<file path="config.mk">
export PLATFORM = sky130hd
export DESIGN_NAME = data_ram_arbiter
export DESIGN_NICKNAME = d
export VERILOG_FILES = /design/src/rtl/data_ram_arbiter_pkg.sv /design/src/rtl/data_ram_arbiter_rr_pick2.sv /design/src/rtl/data_ram_arbiter.sv
export SDC_FILE = /design/constraint.sdc
export NUM_CORES = 1
export LEC_CHECK = 0
export BUFFER_PORTS_ARGS = -buffer_cell sky130_fd_sc_hd__clkbuf_2
export CAP_MARGIN = 20
export CORE_AREA = 2 2 117 119
export CTS_CLUSTER_SIZE = 8
export DETAILED_ROUTE_END_ITERATION = 8
export DIE_AREA = 0 0 119 121
export HOLD_SLACK_MARGIN = 0.15
export PLACE_DENSITY_LB_ADDON = 0.15
export SYNTH_ARGS = -nofsm -noshare
export SYNTH_HDL_FRONTEND = slang
export SYNTH_SLANG_ARGS = --single-unit
</file>
<file path="constraint.sdc">
create_clock -name clk -period 3.6 [get_ports clk]
set_clock_uncertainty 0.05 [all_clocks]
set_input_delay 0.54 -clock clk [delete_from_list [all_inputs] [get_ports clk]]
set_output_delay 0.54 -clock clk [all_outputs]
set_load 0.03 [all_outputs]
</file>
<file path="src/rtl/data_ram_arbiter_pkg.sv">
// Shared definitions for the data_ram arbiter family.
// Latency: n/a (types and constants only).
// Backpressure: n/a.
// Contents: FSM state encoding and the default watchdog limit.
package data_ram_arbiter_pkg;

    typedef enum logic [1:0] {
        S_IDLE    = 2'd0,
        S_BUSY    = 2'd1,
        S_RECOVER = 2'd2
    } arb_state_t;

    // Cycles a slave may stall in BUSY before the transaction is aborted.
    localparam int DEFAULT_TIMEOUT = 64;

endpackage

</file>
<file path="src/rtl/data_ram_arbiter_rr_pick2.sv">
// Two-way round-robin pick: the requester that did not win last time wins a tie.
// Latency: purely combinational.
// Backpressure: none; the caller decides when the pick is taken.
// Ports: req[1:0] requests, last = previous winner, gnt = chosen index, any = some request.
module rr_pick2 (
    input  logic [1:0] req,
    input  logic       last,
    output logic       gnt,
    output logic       any
);

    always_comb begin
        any = |req;
        if (&req) begin
            gnt = ~last;
        end else begin
            gnt = req[1];
        end
    end

endmodule

</file>
<file path="src/rtl/data_ram_arbiter.sv">
// Shares one data_ram-style slave between two requesters, round-robin, one transaction in flight.
// Latency: request seen in IDLE -> slave cs next cycle; completion follows slave stall; 2 idle cycles after each.
// Backpressure: mX_stall held while the requester's cs is up and its transaction has not completed.
// Ports: clk/rst; m0_*/m1_* requester side (cs, we, addr, din, dout, stall);
//        mem_* slave side (cs, we, addr, din, dout, stall); err pulse and err_id on watchdog abort.
module data_ram_arbiter
    import data_ram_arbiter_pkg::*;
#(
    parameter int ADDR_W  = 32,
    parameter int DATA_W  = 32,
    parameter int TIMEOUT = DEFAULT_TIMEOUT,
    parameter int CNT_W   = 10
) (
    input  logic              clk,
    input  logic              rst,

    input  logic              m0_cs,
    input  logic              m0_we,
    input  logic [ADDR_W-1:0] m0_addr,
    input  logic [DATA_W-1:0] m0_din,
    output logic [DATA_W-1:0] m0_dout,
    output logic              m0_stall,

    input  logic              m1_cs,
    input  logic              m1_we,
    input  logic [ADDR_W-1:0] m1_addr,
    input  logic [DATA_W-1:0] m1_din,
    output logic [DATA_W-1:0] m1_dout,
    output logic              m1_stall,

    output logic              mem_cs,
    output logic              mem_we,
    output logic [ADDR_W-1:0] mem_addr,
    output logic [DATA_W-1:0] mem_din,
    input  logic [DATA_W-1:0] mem_dout,
    input  logic              mem_stall,

    output logic              err,
    output logic              err_id
);

    arb_state_t       state, state_nxt;
    logic             grant, grant_nxt;
    logic             last, last_nxt;
    logic [CNT_W-1:0] wdog, wdog_nxt;
    logic             err_nxt, err_id_nxt;

    logic             pick_gnt, pick_any;
    logic             busy, g_cs, g_we, wdog_hit, complete, abort, finish;
    logic [ADDR_W-1:0] g_addr;
    logic [DATA_W-1:0] g_din;

    // Pick is only taken in IDLE and registered into grant, so cs never
    // reaches the slave port combinationally.
    rr_pick2 u_pick (
        .req  ({m1_cs, m0_cs}),
        .last (last),
        .gnt  (pick_gnt),
        .any  (pick_any)
    );

    assign g_cs   = grant ? m1_cs   : m0_cs;
    assign g_we   = grant ? m1_we   : m0_we;
    assign g_addr = grant ? m1_addr : m0_addr;
    assign g_din  = grant ? m1_din  : m0_din;

    // Reset overrides an in-flight completion: the requester keeps stalling
    // and re-issues once the arbiter is back in IDLE.
    assign busy     = (state == S_BUSY) & ~rst;
    assign wdog_hit = (wdog == CNT_W'(TIMEOUT - 1));
    assign complete = busy & g_cs & ~mem_stall;
    assign abort    = busy & g_cs & mem_stall & wdog_hit;
    assign finish   = complete | abort;

    assign mem_cs   = busy;
    assign mem_we   = busy & g_we;
    assign mem_addr = busy ? g_addr : '0;
    assign mem_din  = busy ? g_din  : '0;

    // An aborted transaction completes with zero data; err tells them apart.
    assign m0_dout  = (complete & ~grant) ? mem_dout : '0;
    assign m1_dout  = (complete &  grant) ? mem_dout : '0;
    assign m0_stall = m0_cs & ~(finish & ~grant);
    assign m1_stall = m1_cs & ~(finish &  grant);

    always_comb begin
        state_nxt  = state;
        grant_nxt  = grant;
        last_nxt   = last;
        wdog_nxt   = wdog;
        err_nxt    = 1'b0;
        err_id_nxt = err_id;
        case (state)
            S_IDLE: begin
                wdog_nxt = '0;
                if (pick_any) begin
                    grant_nxt = pick_gnt;
                    state_nxt = S_BUSY;
                end
            end
            S_BUSY: begin
                wdog_nxt = wdog + 1'b1;
                if (!g_cs) begin
                    // Requester walked away mid-transaction: drop it silently.
                    state_nxt = S_RECOVER;
                end else if (finish) begin
                    last_nxt  = grant;
                    state_nxt = S_RECOVER;
                    if (abort) begin
                        err_nxt    = 1'b1;
                        err_id_nxt = grant;
                    end
                end
            end
            S_RECOVER: begin
                // One cs-low cycle lets the slave restart its access counter.
                wdog_nxt  = '0;
                state_nxt = S_IDLE;
            end
            default: begin
                wdog_nxt  = '0;
                state_nxt = S_IDLE;
            end
        endcase
    end

    always_ff @(posedge clk) begin
        if (rst) begin
            state  <= S_IDLE;
            grant  <= 1'b0;
            last   <= 1'b1;
            wdog   <= '0;
            err    <= 1'b0;
            err_id <= 1'b0;
        end else begin
            state  <= state_nxt;
            grant  <= grant_nxt;
            last   <= last_nxt;
            wdog   <= wdog_nxt;
            err    <= err_nxt;
            err_id <= err_id_nxt;
        end
    end

endmodule
</file>
# After elaboration in Yosys (flattened, before gate mapping)

Index checks and enable logic that the tools add are counted.

Bits in registers: 16
Bits of input ports: 167
Word-level logic and storage cells: 56
Output and inout port bits: 134

Reductions and logical operators: 9
$add $sub $neg: 1
Bitwise gates (word level): 22
Equality and inequality tests: 4
Mux-type cells: 14

Operator list:

| operator                | number |
|---|---|
| $mux W32                | 6 |
| $and A1 B1 Y1           | 12 |
| $add A10 B1 Y10 const B | 1 |
| $eq A10 B6 Y1 const B   | 1 |
| $not A1 Y1              | 9 |
| $mux W2                 | 3 |
| $reduce_and A2 Y1       | 3 |
| $mux W1                 | 4 |
| $pmux W2 S2             | 1 |
| $reduce_and A4 Y1       | 1 |
| $reduce_or A2 Y1        | 2 |
| $reduce_or A4 Y1        | 1 |
| $ne A3 B3 Y1 const B    | 1 |
| $reduce_and A3 Y1       | 1 |
| $eq A2 B1 Y1 const B    | 1 |
| $logic_not A2 Y1        | 1 |
| $ne A2 B2 Y1 const B    | 1 |
| $or A1 B1 Y1            | 1 |

# Longest topological paths before layout

Depth after elaboration: 9
Mapped depth: 5
Depth with buffers taken out: 5

# Modules after synthesis

Synthesis repeated with hierarchy kept, for this count alone.

Cell total of the unflattened synthesis: 295
Area, all modules: 2094.5 um2

By module, submodules not included:

| module           | instances | area an instance (um2) | sequential area each (um2) | cells each |
|---|---|---|---|---|
| data_ram_arbiter | 1         | 2080.7                 | 320.3                      | 293 |
| rr_pick2         | 1         | 13.8                   | 0.0                        | 2 |

# Worst setup path before layout

Ideal clock, no wire load.

Path type: input to output
Start: input rst
End: output m1_dout[10]
Stages: 5
Arrival: 1.902 ns
Setup slack: 1.108 ns
Path buffers: 2
Cells stage by stage: or3b_1 -> clkbuf_1 -> nor3_1 -> clkbuf_1 -> and2_1

Longest elaborated chain between the ends: 6

Ends and longest elaborated chain:

| what                        | RTL line               | source |
|---|---|---|
| start, declared             | data_ram_arbiter.sv:15 | `input logic rst,` |
| $not A1 Y1                  | data_ram_arbiter.sv:69 | `assign busy = (state == S_BUSY) & ~rst;` |
| $and A1 B1 Y1               | data_ram_arbiter.sv:69 |  |
| $and A1 B1 Y1 (2 in series) | data_ram_arbiter.sv:71 | `assign complete = busy & g_cs & ~mem_stall;` |
| $and A1 B1 Y1               | data_ram_arbiter.sv:82 | `assign m1_dout = (complete & grant) ? mem_dout : '0;` |
| $mux W32                    | data_ram_arbiter.sv:82 |  |
| end, declared               | data_ram_arbiter.sv:28 | `output logic [DATA_W-1:0] m1_dout,` |

Every way passes these cells.

# Worst setup path in the final report

Start: input rst
End: output m0_dout[10]

Longest elaborated chain between the ends: 6

Ends and longest elaborated chain:

| what                        | RTL line               | source |
|---|---|---|
| $not A1 Y1                  | data_ram_arbiter.sv:69 |  |
| $and A1 B1 Y1               | data_ram_arbiter.sv:69 |  |
| $and A1 B1 Y1 (2 in series) | data_ram_arbiter.sv:71 |  |
| $and A1 B1 Y1               | data_ram_arbiter.sv:81 | `assign m0_dout = (complete & ~grant) ? mem_dout : '0;` |
| $mux W32                    | data_ram_arbiter.sv:81 |  |
| end, declared               | data_ram_arbiter.sv:21 | `output logic [DATA_W-1:0] m0_dout,` |

Every way passes these cells.

==> out/qor.yml <==
run_status:
  status: "completed"
setup_path:
  crit_buf_inv: 3
  r2r_start: "wdog[6]$_SDFF_PP0_"
  slowest_delay_ns: 0.54
  worstSetupPathType: "input port to output pin"
  cp_top_family: "simple AND/OR/NAND/NOR gates"
  cp-end-kind: "output pin"
  r2r_end: "last$_SDFFE_PP1P_"
  ff2ff_setup_slack_ns: 1.76
  crit_top_cell: "clkbuf_2"
  ff2ff_path_depth: 4
  crit_arrival_ns: 2.09
  crit_fanout: 33
  startpoint_type: "input port"
  path_cells: "clkbuf_2 > or3b_2 > nor4_4 > buf_4 > and2_1 > clkbuf_2"
  worstPathRequired_ns: 3.01
  cp_slowest_cell: "or3b_2"
placed_design:
  port-buffer-count: 300
  gp_congestion: 0.791
  dp.cells: 755
  place_hpwl_um: 7300
finish:
  area_delta_synth_final_pct: 85.1
  stdcell_count: 759
  layout.nets: 752
  layout_common_cells: "300 x clkbuf_2, 77 x nor2_1, 66 x and2_1, 66 x mux2i_1, 15 x dfxtp_1"
  fillCellCount: 1463
  drive_gt1_share_pct: 54.0
  layout_commonest_cell: "clkbuf_2"
  utilization_pct: 29.4
  antennaDiodeCount: 0
power_and_ir_drop:
  irDropWorstVdd_uv: 91.0
  finalPower_uw: 776
  powerDensity_nw_per_um2: 202
  power_leakage_nw: 2.08
  pwr-share-seq_pct: 25.2
  power.switching_uw: 288
  swShare_pct: 37.1
  power.internal_uw: 488
  pwr-share-comb_pct: 46.8
  p_clk_share_pct: 28.1
sta:
  hold_ws_ns: 0.414
  rsz0062_at_grt: "no"
  hold_viol: 0
  setup_viol: 0
  period_share_pct: 74.3
  tns_ns: 0
  worst_slew_pin_slew_ns: 0.501
  maxSlewHeadroom_pct: 66.6
  min_period_ns: 2.68
  fmax_mhz: 374
  finalMaxSlewViolations: 0
yosys:
  ys.flop_type: "dfxtp_1"
  avgSynthCellArea_sq_um: 7.03
  yosysSeqAreaShare_pct: 15.4
  synth-edff-count: 0
  synth_top_cell_area_share_pct: 31.7
  synth_area_leaders: "mux2i_1 32%, and2_1 20%, dfxtp_1 15%"
  synth_top_cell_by_area: "mux2i_1"
  async_reset_ff_share_pct: 0
  ys_warn_count: 0
  syn_area_sq_um: 2080
  synth_cell_type_count: 29
  synth_fp_nets: 464
  ys_ff_latch: 16
  syn_inst: 296
worst_hold_path:
  hold_depth: 1
  min_to: "wdog[0]$_SDFF_PP0_"
  hold_class: "register to register"
  min_from: "wdog[0]$_SDFF_PP0_"
clocking:
  clk_pin_slew_ns: 0.05
  cts_max_path_buffers: 2
  tritoncts: "built"
  cts_sinks: 16
  postCtsHoldBufs: 0
  cts_resized: 0
  ctsHtreeMaxLevel: 1
  postCtsSetupBuffers: 0
  clock_latency_ns: 0.24
  clockRootBuffer: "clkbuf_16"
  cts_buffers: 3
detailed_routing:
  vias_per_cell: 3.99
  detail-route-antenna-nets: 0
  drtPass1Iterations: 4
  dr_total_vias: 3032
  dr.first_iter.drc_count: 73
  wl_per_cell_um: 11.3
  routed_wl_um: 8580
  drc_errors: 0
global_route:
  antenna_found_initial: 0
  grt_overflow_total: 0
  grt.total_usage_pct: 10.7
  grt_pass1_wl_um: 12900
  grt_max_degree: 44
  grt_pass1_vias: 2736
floorplanning:
  pin_count: 301
  rows: 42
  start_util_pct: 15.9
  chipHeight_um: 121
  die_area_sq_um: 14400
  core_sq_um: 13100
  die_w_um: 119
flow_run:
  max_cap_viol_count: 0
[cell families (layout without fill, tap and decap cells)]
logic type / count (synthesis) / in the layout / share of synthesized area (%)
buffers and inverters: 27 / 314 / 5.17
and+or+nand+nor: 168 / 168 / 40.3
muxes: 66 / 66 / 31.7
AOI/OAI and AO/OA: 12 / 12 / 4.21
xor gates and xnor gates: 6 / 6 / 2.53
adders and majority gates: 1 / 1 / 0.601
DFF: 16 / 16 / 15.4
[per-layer routing]
layer / up-vias / track usage (%) / share of wire (%) / wire (um)
met1: 1331 / 12.5 / 40 / 3390
met2: 146 / 21.0 / 53 / 4530
met3: 6 / 1.32 / 6.7 / 578
li1: 1549 / - / - / -
met4: 0 / 1.93 / 0.96 / 82
met5: - / 0 / 0 / 0
[stage by stage]
step	setup WS, ns	area [sq um]
final	0.925	3850
after global routing	0.809	3850
after CTS	0.893	3850
after detailed placement	0.900	3770
after global placement	0.906	3770
after floorplan	1.11	2080
[power by group through the flow]
stage / Clock [mW] / Sequential [mW] / Combinational, mW
floorplan: 0 / 0.187 / 0.223
global placement: 0 / 0.200 / 0.363
detailed placement: 0 / 0.200 / 0.366
CTS: 0.222 / 0.196 / 0.368
global route: 0.232 / 0.197 / 0.394
finish: 0.218 / 0.195 / 0.363
[synthesized netlist by cell type (all sizes together) (2+ instances only)]
master / count
nor3: 3
mux2i: 66
o21ai: 3
inv: 4
xnor2: 4
and2: 66
nor2: 77
a21oi: 3
xor2: 2
nand3: 4
dfxtp: 16
nor4: 3
or3: 2
buf: 11
clkbuf: 12
nand2: 9
[flip-flops by register name (all words and copies together) (netlist names)]
register / count
grant: 1
err: 1
last: 1
state: 2
err_id: 1
wdog: 10
[worst register-to-register path, stage by stage, from the launching register on]
cell,delay (ns)
dfxtp_1,0.34
or4b_1,0.57
o41ai_2,0.39
nand2_1,0.10
a211o_1,0.29
[worst max path at each step]
stage	startpoint	end	slack [ns]	depth (start not counted)
global placement	rst	m0_dout[10]	0.91	6
detailed placement	rst	m0_dout[10]	0.90	6
finish	rst	m0_dout[10]	0.92	6
CTS	rst	m0_dout[10]	0.89	6
global route	rst	m0_dout[10]	0.81	6
floorplan	rst	m1_dout[10]	1.11	5
[final cells by class]
class	instances	area, sq um	area share [%]
timing repair buffer	306	1550	40.2
tap	176	220	5.72
sequential	16	324	8.41
clock buffer	4	78.8	2.05
multi-input combinational	253	1670	43.3
inverter	4	15.0	0.390
No activity file was read; power rests on OpenSTA's default activity.
